[config.mk]
export PLATFORM = sky130hd
export DESIGN_NAME = lm75a_i2c_target
export DESIGN_NICKNAME = d
export VERILOG_FILES = /design/src/rtl/lm75a_i2c_target.sv
export SDC_FILE = /design/constraint.sdc
export NUM_CORES = 1
export LEC_CHECK = 0
export BUFFER_PORTS_ARGS = -buffer_cell sky130_fd_sc_hd__clkbuf_2
export CAP_MARGIN = 20
export CORE_MARGIN = 4
export CORE_UTILIZATION = 50
export CTS_CLUSTER_SIZE = 8
export DETAILED_ROUTE_END_ITERATION = 10
export PLACE_DENSITY = 0.85
export RECOVER_POWER = 100
export SLEW_MARGIN = 20
export SYNTH_ARGS = -nofsm -noshare
export SYNTH_HDL_FRONTEND = slang
export SYNTH_SLANG_ARGS = --single-unit
[constraint.sdc]
create_clock -name clk -period 2.4 [get_ports clk]
set_input_delay 0.24 -clock clk [delete_from_list [all_inputs] [get_ports clk]]
set_output_delay 0.24 -clock clk [all_outputs]
set_load 0.01 [all_outputs]
[src/rtl/lm75a_i2c_target.sv]
// LM75A-compatible I2C target: oversampled SCL/SDA, open-drain SDA, no clock stretching.
// Optional macro LM75_WREG_EN enables writes to CONF/THYST/TOS; without it data bytes are NACKed.
`timescale 1ns/1ps
module lm75a_i2c_target #(
    parameter logic [6:0]  DEV_ADDR    = 7'h48,
    parameter int          SYNC_STAGES = 2,
    parameter logic [15:0] TOS_RST     = 16'h5000,
    parameter logic [15:0] THYST_RST   = 16'h4B00
) (
    input  logic        clk,
    input  logic        rst_n,
    input  logic        scl,
    input  logic        sda_i,
    output logic        sda_oe,
    input  logic [15:0] temp_data,
    output logic [7:0]  conf,
    output logic [15:0] thyst,
    output logic [15:0] tos,
    output logic        busy,
    output logic        xfer_done
);

    typedef enum logic [3:0] {
        S_IDLE, S_ADDR, S_ADDR_ACK, S_PTR, S_PTR_ACK,
        S_WDATA, S_WDATA_ACK, S_RDATA, S_RDATA_ACK, S_NACK_WAIT
    } state_t;

    logic [SYNC_STAGES-1:0] scl_sync_q, scl_sync_d, sda_sync_q, sda_sync_d;
    logic       scl_prev_q, sda_prev_q;
    logic       scl_s, sda_s, scl_rise, scl_fall, start_det, stop_det;

    state_t      state_q, state_d;
    logic [3:0]  cnt_q, cnt_d;
    logic [7:0]  sr_q, sr_d;
    logic        oe_q, oe_d;
    logic [1:0]  ptr_q, ptr_d;
    logic        rw_q, rw_d;
    logic [15:0] snap_q, snap_d, snap_sel;
    logic        byte_idx_q, byte_idx_d;
    logic        mack_q, mack_d;
    logic        matched_q, matched_d;
    logic        done_q, done_d;

    assign scl_sync_d = {scl_sync_q[SYNC_STAGES-2:0], scl};
    assign sda_sync_d = {sda_sync_q[SYNC_STAGES-2:0], sda_i};
    assign scl_s      = scl_sync_q[SYNC_STAGES-1];
    assign sda_s      = sda_sync_q[SYNC_STAGES-1];
    assign scl_rise   = scl_s & ~scl_prev_q;
    assign scl_fall   = ~scl_s & scl_prev_q;
    assign start_det  = scl_s & scl_prev_q & sda_prev_q & ~sda_s;
    assign stop_det   = scl_s & scl_prev_q & ~sda_prev_q & sda_s;

    // CONF is 8 bits, so duplicating it lets the byte wrap logic treat all registers alike.
    always_comb begin
        case (ptr_q)
            2'd0:    snap_sel = temp_data;
            2'd1:    snap_sel = {conf, conf};
            2'd2:    snap_sel = thyst;
            default: snap_sel = tos;
        endcase
    end

    always_comb begin
        state_d    = state_q;
        cnt_d      = cnt_q;
        sr_d       = sr_q;
        oe_d       = oe_q;
        ptr_d      = ptr_q;
        rw_d       = rw_q;
        snap_d     = snap_q;
        byte_idx_d = byte_idx_q;
        mack_d     = mack_q;
        matched_d  = matched_q;
        done_d     = 1'b0;

        case (state_q)
            S_ADDR: begin
                if (scl_rise && cnt_q < 4'd8) begin
                    sr_d  = {sr_q[6:0], sda_s};
                    cnt_d = cnt_q + 4'd1;
                end else if (scl_fall && cnt_q == 4'd8) begin
                    cnt_d = 4'd0;
                    if (sr_q[7:1] == DEV_ADDR) begin
                        state_d    = S_ADDR_ACK;
                        oe_d       = 1'b1;
                        rw_d       = sr_q[0];
                        matched_d  = 1'b1;
                        snap_d     = snap_sel;
                        byte_idx_d = 1'b0;
                    end else begin
                        state_d   = S_IDLE;
                        matched_d = 1'b0;
                    end
                end
            end
            S_ADDR_ACK: begin
                if (scl_fall) begin
                    cnt_d = 4'd0;
                    if (rw_q) begin
                        state_d    = S_RDATA;
                        sr_d       = snap_q[15:8];
                        oe_d       = ~snap_q[15];
                        byte_idx_d = 1'b1;
                    end else begin
                        state_d = S_PTR;
                        oe_d    = 1'b0;
                    end
                end
            end
            S_PTR: begin
                if (scl_rise && cnt_q < 4'd8) begin
                    sr_d  = {sr_q[6:0], sda_s};
                    cnt_d = cnt_q + 4'd1;
                end else if (scl_fall && cnt_q == 4'd8) begin
                    cnt_d   = 4'd0;
                    ptr_d   = sr_q[1:0];
                    state_d = S_PTR_ACK;
                    oe_d    = 1'b1;
                end
            end
            S_PTR_ACK: begin
                if (scl_fall) begin
                    oe_d = 1'b0;
`ifdef LM75_WREG_EN
                    state_d = S_WDATA;
`else
                    state_d = S_NACK_WAIT;
`endif
                end
            end
            S_WDATA: begin
                if (scl_rise && cnt_q < 4'd8) begin
                    sr_d  = {sr_q[6:0], sda_s};
                    cnt_d = cnt_q + 4'd1;
                end else if (scl_fall && cnt_q == 4'd8) begin
                    cnt_d = 4'd0;
`ifdef LM75_WREG_EN
                    state_d = S_WDATA_ACK;
                    oe_d    = 1'b1;
`else
                    state_d = S_NACK_WAIT;
`endif
                end
            end
            S_WDATA_ACK: begin
                if (scl_fall) begin
                    oe_d    = 1'b0;
                    state_d = S_WDATA;
                end
            end
            S_RDATA: begin
                if (scl_rise && cnt_q < 4'd8) begin
                    cnt_d = cnt_q + 4'd1;
                end else if (scl_fall && cnt_q == 4'd8) begin
                    cnt_d   = 4'd0;
                    state_d = S_RDATA_ACK;
                    oe_d    = 1'b0;
                end else if (scl_fall && cnt_q != 4'd0) begin
                    sr_d = {sr_q[6:0], 1'b0};
                    oe_d = ~sr_q[6];
                end
            end
            S_RDATA_ACK: begin
                if (scl_rise) begin
                    mack_d = sda_s;
                    cnt_d  = 4'd1;
                end else if (scl_fall && cnt_q == 4'd1) begin
                    cnt_d = 4'd0;
                    if (!mack_q) begin
                        state_d    = S_RDATA;
                        sr_d       = byte_idx_q ? snap_q[7:0] : snap_q[15:8];
                        oe_d       = byte_idx_q ? ~snap_q[7] : ~snap_q[15];
                        byte_idx_d = ~byte_idx_q;
                    end else begin
                        state_d = S_NACK_WAIT;
                        oe_d    = 1'b0;
                    end
                end
            end
            default: ;
        endcase

        // Bus conditions override whatever the byte engine decided.
        if (start_det) begin
            state_d = S_ADDR;
            cnt_d   = 4'd0;
            oe_d    = 1'b0;
        end else if (stop_det) begin
            state_d   = S_IDLE;
            oe_d      = 1'b0;
            done_d    = matched_q;
            matched_d = 1'b0;
        end
    end

    always_ff @(posedge clk or negedge rst_n) begin
        if (!rst_n) begin
            scl_sync_q <= '1;
            sda_sync_q <= '1;
            scl_prev_q <= 1'b1;
            sda_prev_q <= 1'b1;
            state_q    <= S_IDLE;
            cnt_q      <= 4'd0;
            sr_q       <= 8'h00;
            oe_q       <= 1'b0;
            ptr_q      <= 2'd0;
            rw_q       <= 1'b0;
            snap_q     <= 16'h0000;
            byte_idx_q <= 1'b0;
            mack_q     <= 1'b0;
            matched_q  <= 1'b0;
            done_q     <= 1'b0;
        end else begin
            scl_sync_q <= scl_sync_d;
            sda_sync_q <= sda_sync_d;
            scl_prev_q <= scl_s;
            sda_prev_q <= sda_s;
            state_q    <= state_d;
            cnt_q      <= cnt_d;
            sr_q       <= sr_d;
            oe_q       <= oe_d;
            ptr_q      <= ptr_d;
            rw_q       <= rw_d;
            snap_q     <= snap_d;
            byte_idx_q <= byte_idx_d;
            mack_q     <= mack_d;
            matched_q  <= matched_d;
            done_q     <= done_d;
        end
    end

    assign sda_oe    = oe_q;
    assign busy      = matched_q;
    assign xfer_done = done_q;

`ifdef LM75_WREG_EN
    logic [7:0]  conf_q, conf_d, hold_q, hold_d;
    logic [15:0] thyst_q, thyst_d, tos_q, tos_d;
    logic        wr_hi_q, wr_hi_d;
    logic        wr_strobe;

    // A byte is committed on the same clk that raises its ACK.
    assign wr_strobe = (state_q == S_WDATA) && scl_fall && (cnt_q == 4'd8);

    always_comb begin
        conf_d  = conf_q;
        thyst_d = thyst_q;
        tos_d   = tos_q;
        hold_d  = hold_q;
        wr_hi_d = wr_hi_q;
        if (start_det || stop_det) begin
            wr_hi_d = 1'b0;
        end else if (wr_strobe) begin
            case (ptr_q)
                2'd1: conf_d = sr_q;
                2'd2, 2'd3: begin
                    if (!wr_hi_q) begin
                        hold_d  = sr_q;
                        wr_hi_d = 1'b1;
                    end else begin
                        wr_hi_d = 1'b0;
                        if (ptr_q == 2'd2) thyst_d = {hold_q, sr_q[7], 7'b0};
                        else               tos_d   = {hold_q, sr_q[7], 7'b0};
                    end
                end
                default: ;
            endcase
        end
    end

    always_ff @(posedge clk or negedge rst_n) begin
        if (!rst_n) begin
            conf_q  <= 8'h00;
            thyst_q <= THYST_RST;
            tos_q   <= TOS_RST;
            hold_q  <= 8'h00;
            wr_hi_q <= 1'b0;
        end else begin
            conf_q  <= conf_d;
            thyst_q <= thyst_d;
            tos_q   <= tos_d;
            hold_q  <= hold_d;
            wr_hi_q <= wr_hi_d;
        end
    end

    assign conf  = conf_q;
    assign thyst = thyst_q;
    assign tos   = tos_q;
`else
    assign conf  = 8'h00;
    assign thyst = THYST_RST;
    assign tos   = TOS_RST;
`endif

endmodule

==> reports/summary.txt <==
Largest net degree at the start of global routing: 26
P_int: 1.437 mW
Synthesized instance count: 321
# Post-CTS Setup Buffers: 0
Inserted Clock Buffers: 5
Worst EP required: 2.60 ns
Clock transition at path regs: 0.09 ns
CP startpoint kind: register
Critical Path End Type: register
Post-synth ARST share: 100.0%
Util after Layout: 54.67%
First-pass GRT wire length: 10,450 um
Top cells by area, synth: dfrtp_1, buf_4, nand2_1, dfstp_2, mux2_4
Dominant cell type by area after synthesis: dfrtp_1
Worst setup path class: register to register
Hold Path End: sda_sync_q[0]$_DFF_PN1_
Io pins: 63
Layout cell share with drive strength beyond 1: 15.23%
GRT Overall Usage: 17.97%
Post-route minimum period: 2.309 ns
CTS sink count: 46
Vias: 2,416
Die width: 84.03 um
DRT antenna net count: 0
Final instance area: 3029 sq um
Pins Over Slew Limit: 0
Setup ws final: 0.09113 ns
R2R cell count: 4
Final net count: 372
Final Skew: 0.01336 ns
Register bit total from synthesis: 46
Most common cell after layout, fill and taps aside: nand2_1
Clock Path Buffers: 2
Worst r2r dst: sr_q[5]$_DFFE_PN0P_
Synth Warn #: 0
Worst-margin pin slew: 1.308 ns
Mapped cell area: 2890 sq um
Area grow syn2layout: 4.805%
Starting Density: 52.17%
Dpl ws: 0.02838 ns
Clock power frac: 20.4%
Die area: 7061 sq um
CP delay by family, top: compound AO/OA/AOI/OAI gates
Worst EP arrival: 2.50 ns
Grt total ovfl: 0
Clk_lat worst skew: 0.31 ns
Sw Ratio: 37.26%
Worst hold start: sda_i
Core ar.: 5540 sq um
Register area share after synthesis: 40.09%
Vias in the first global route: 2,190
# port buffers: 22
Yosys top cell area share: 34.63%
Hold depth: 1
Fin Hold WS: 0.01754 ns
Fmax: 0.4331 GHz
Critical path's largest stage delay: 0.58 ns
DP Area: 2972 sq um
Routed len/inst: 15.21 um
Period utilization: 96.20%
Detailed Routing Iterations Pass 1: 5
Number of diodes: 0
Peak supply drop: 0.0006004 V
Sequential power share: 45.6%
Final GP Congestion: 0.9398
Setup violations, final: 0
Root Buffer: clkbuf_8
Initial antenna violation count: 0
Post-synth EDFFs: 0
CP cell instances: or3b_4 > a311o_1 > a221o_2 > mux2_1
Post-synth cell types: 63
Register-to-register path setup slack: 0.09 ns
Status: completed
Most frequent cells in the layout: nand2_1, conb_1, dfrtp_1
Slew HR: 12.79%
Gate power share: 34.0%
Leakage power: 1.401 nW
HP Class: input port to register
RSZ-0062 raised after global routing: false
Syn Area/Cell: 9.004 sq um
CTS H-tree lvls: 2
Sw Pwr: 853.6 uW
WL final: 6389 um
Vias per cell: 5.752
Power Density: 756.2 nW/um^2
Post-synth top flop: dfrtp_1
Final routed DRC violation total: 0
CP max-delay cell: dfstp_2
Setup TNS: 0 ns
DRT iter0 DRCs: 297
Reg2reg start: scl_sync_q[1]$_DFF_PN1_
CTS tree: yes
Crit Path Max Fanout: 8
Buffers & Inverters on Critical Path: 0
Num rows: 27
Max-cap violation count: 0
Die Ht: 84.03 um
Detail Placement HPWL: 4594 um
Final Hold Vio Count: 0
per-layer routing:
layer | routed length (um) | global-route usage [%] | up-vias
met5 | 0 | 0 | -
li1 | - | - | 1107
met1 | 2656 | 24.47 | 1173
met2 | 3048 | 28.55 | 121
met4 | 130 | 6.140 | 0
met3 | 552 | 3.455 | 15
through the flow:
stage                     power (mW)  instances
final                          2.291        420
after global routing           2.422        420
after CTS                      2.347        420
after detailed placement       1.873        411
after global placement         1.845        411
after floorplan                1.693        359
cell type report:
cell class	count	area [sq um]
clock buffer	7	76.32
multi-input combinational	245	1438
inverter	11	41.29
tap	72	90.09
sequential	46	1159
fill	502	2511
clock inverter	1	7.507
timing repair buffer	38	217.7
cell families after synthesis:
group                    count (synthesis)  synth area share, %
AND/OR/NAND/NOR                        122                21.17
buffers and inverters                   68                14.37
AO/OA/AOI/OAI                           62                15.02
flip-flops                              46                40.09
multiplexers                            13                5.974
adder cells (fa/ha/maj)                  6                2.511
other                                    2               0.2598
XOR/XNOR                                 2               0.6062
registers in the layout, indices dropped and copies added (netlist names):
signal and count:
snap_q 16, sr_q 8, cnt_q 4, state_q 4, ptr_q 2, scl_sync_q 2
sda_sync_q 2, busy 1, byte_idx_q 1, mack_q 1, rw_q 1, scl_prev_q 1
sda_oe 1, sda_prev_q 1, xfer_done 1
power by group through the flow:
stage                     Combinational [mW]  Clock [mW]  Sequential (mW)
after floorplan                        0.724           0            0.969
after global placement                 0.801           0             1.04
after detailed placement               0.820           0             1.05
after CTS                              0.826       0.479             1.04
after global routing                   0.858       0.506             1.06
final                                  0.779       0.467             1.04
cells in the mapped netlist, drive strengths merged (2+ instances only):
cell / count
o21ai: 7
nand2: 53
nor3b: 2
and3b: 2
inv: 11
clkbuf: 12
nor2: 12
nor4: 2
buf: 45
dfrtp: 40
mux2i: 3
nand2b: 3
or4: 2
o2111ai: 3
nor2b: 4
ha: 5
o31ai: 2
a31o: 2
nand3: 21
a21oi: 17
conb: 2
nor4b: 2
a32o: 2
nor3: 4
a32oi: 7
o2bb2ai: 3
a31oi: 6
or3: 2
mux2: 10
or2: 3
dfstp: 6
worst max-delay path by stage:
stage	from	end	slack, ns	cells past startpoint
5_1_grt	scl_prev_q$_DFF_PN1_	state_q[2]$_DFFE_PN0P_	0.03	6
3_5_place_dp	scl_sync_q[1]$_DFF_PN1_	sr_q[5]$_DFFE_PN0P_	0.03	4
3_3_place_gp	scl_sync_q[1]$_DFF_PN1_	sr_q[2]$_DFFE_PN0P_	0.07	4
4_1_cts	scl_sync_q[1]$_DFF_PN1_	sr_q[1]$_DFFE_PN0P_	0.02	4
6_report	scl_sync_q[1]$_DFF_PN1_	sr_q[5]$_DFFE_PN0P_	0.09	4
2_1_floorplan	scl_sync_q[1]$_DFF_PN1_	sr_q[0]$_DFFE_PN0P_	0.21	5
repair_timing:
item / CTS / global route
setup endpoints to repair: 0 / 8
resized for setup: 0 / 1
endpoints found under the hold margin: 17 / 0
hold buffers: 1 / 0
Power figures use the tool's default switching activity.
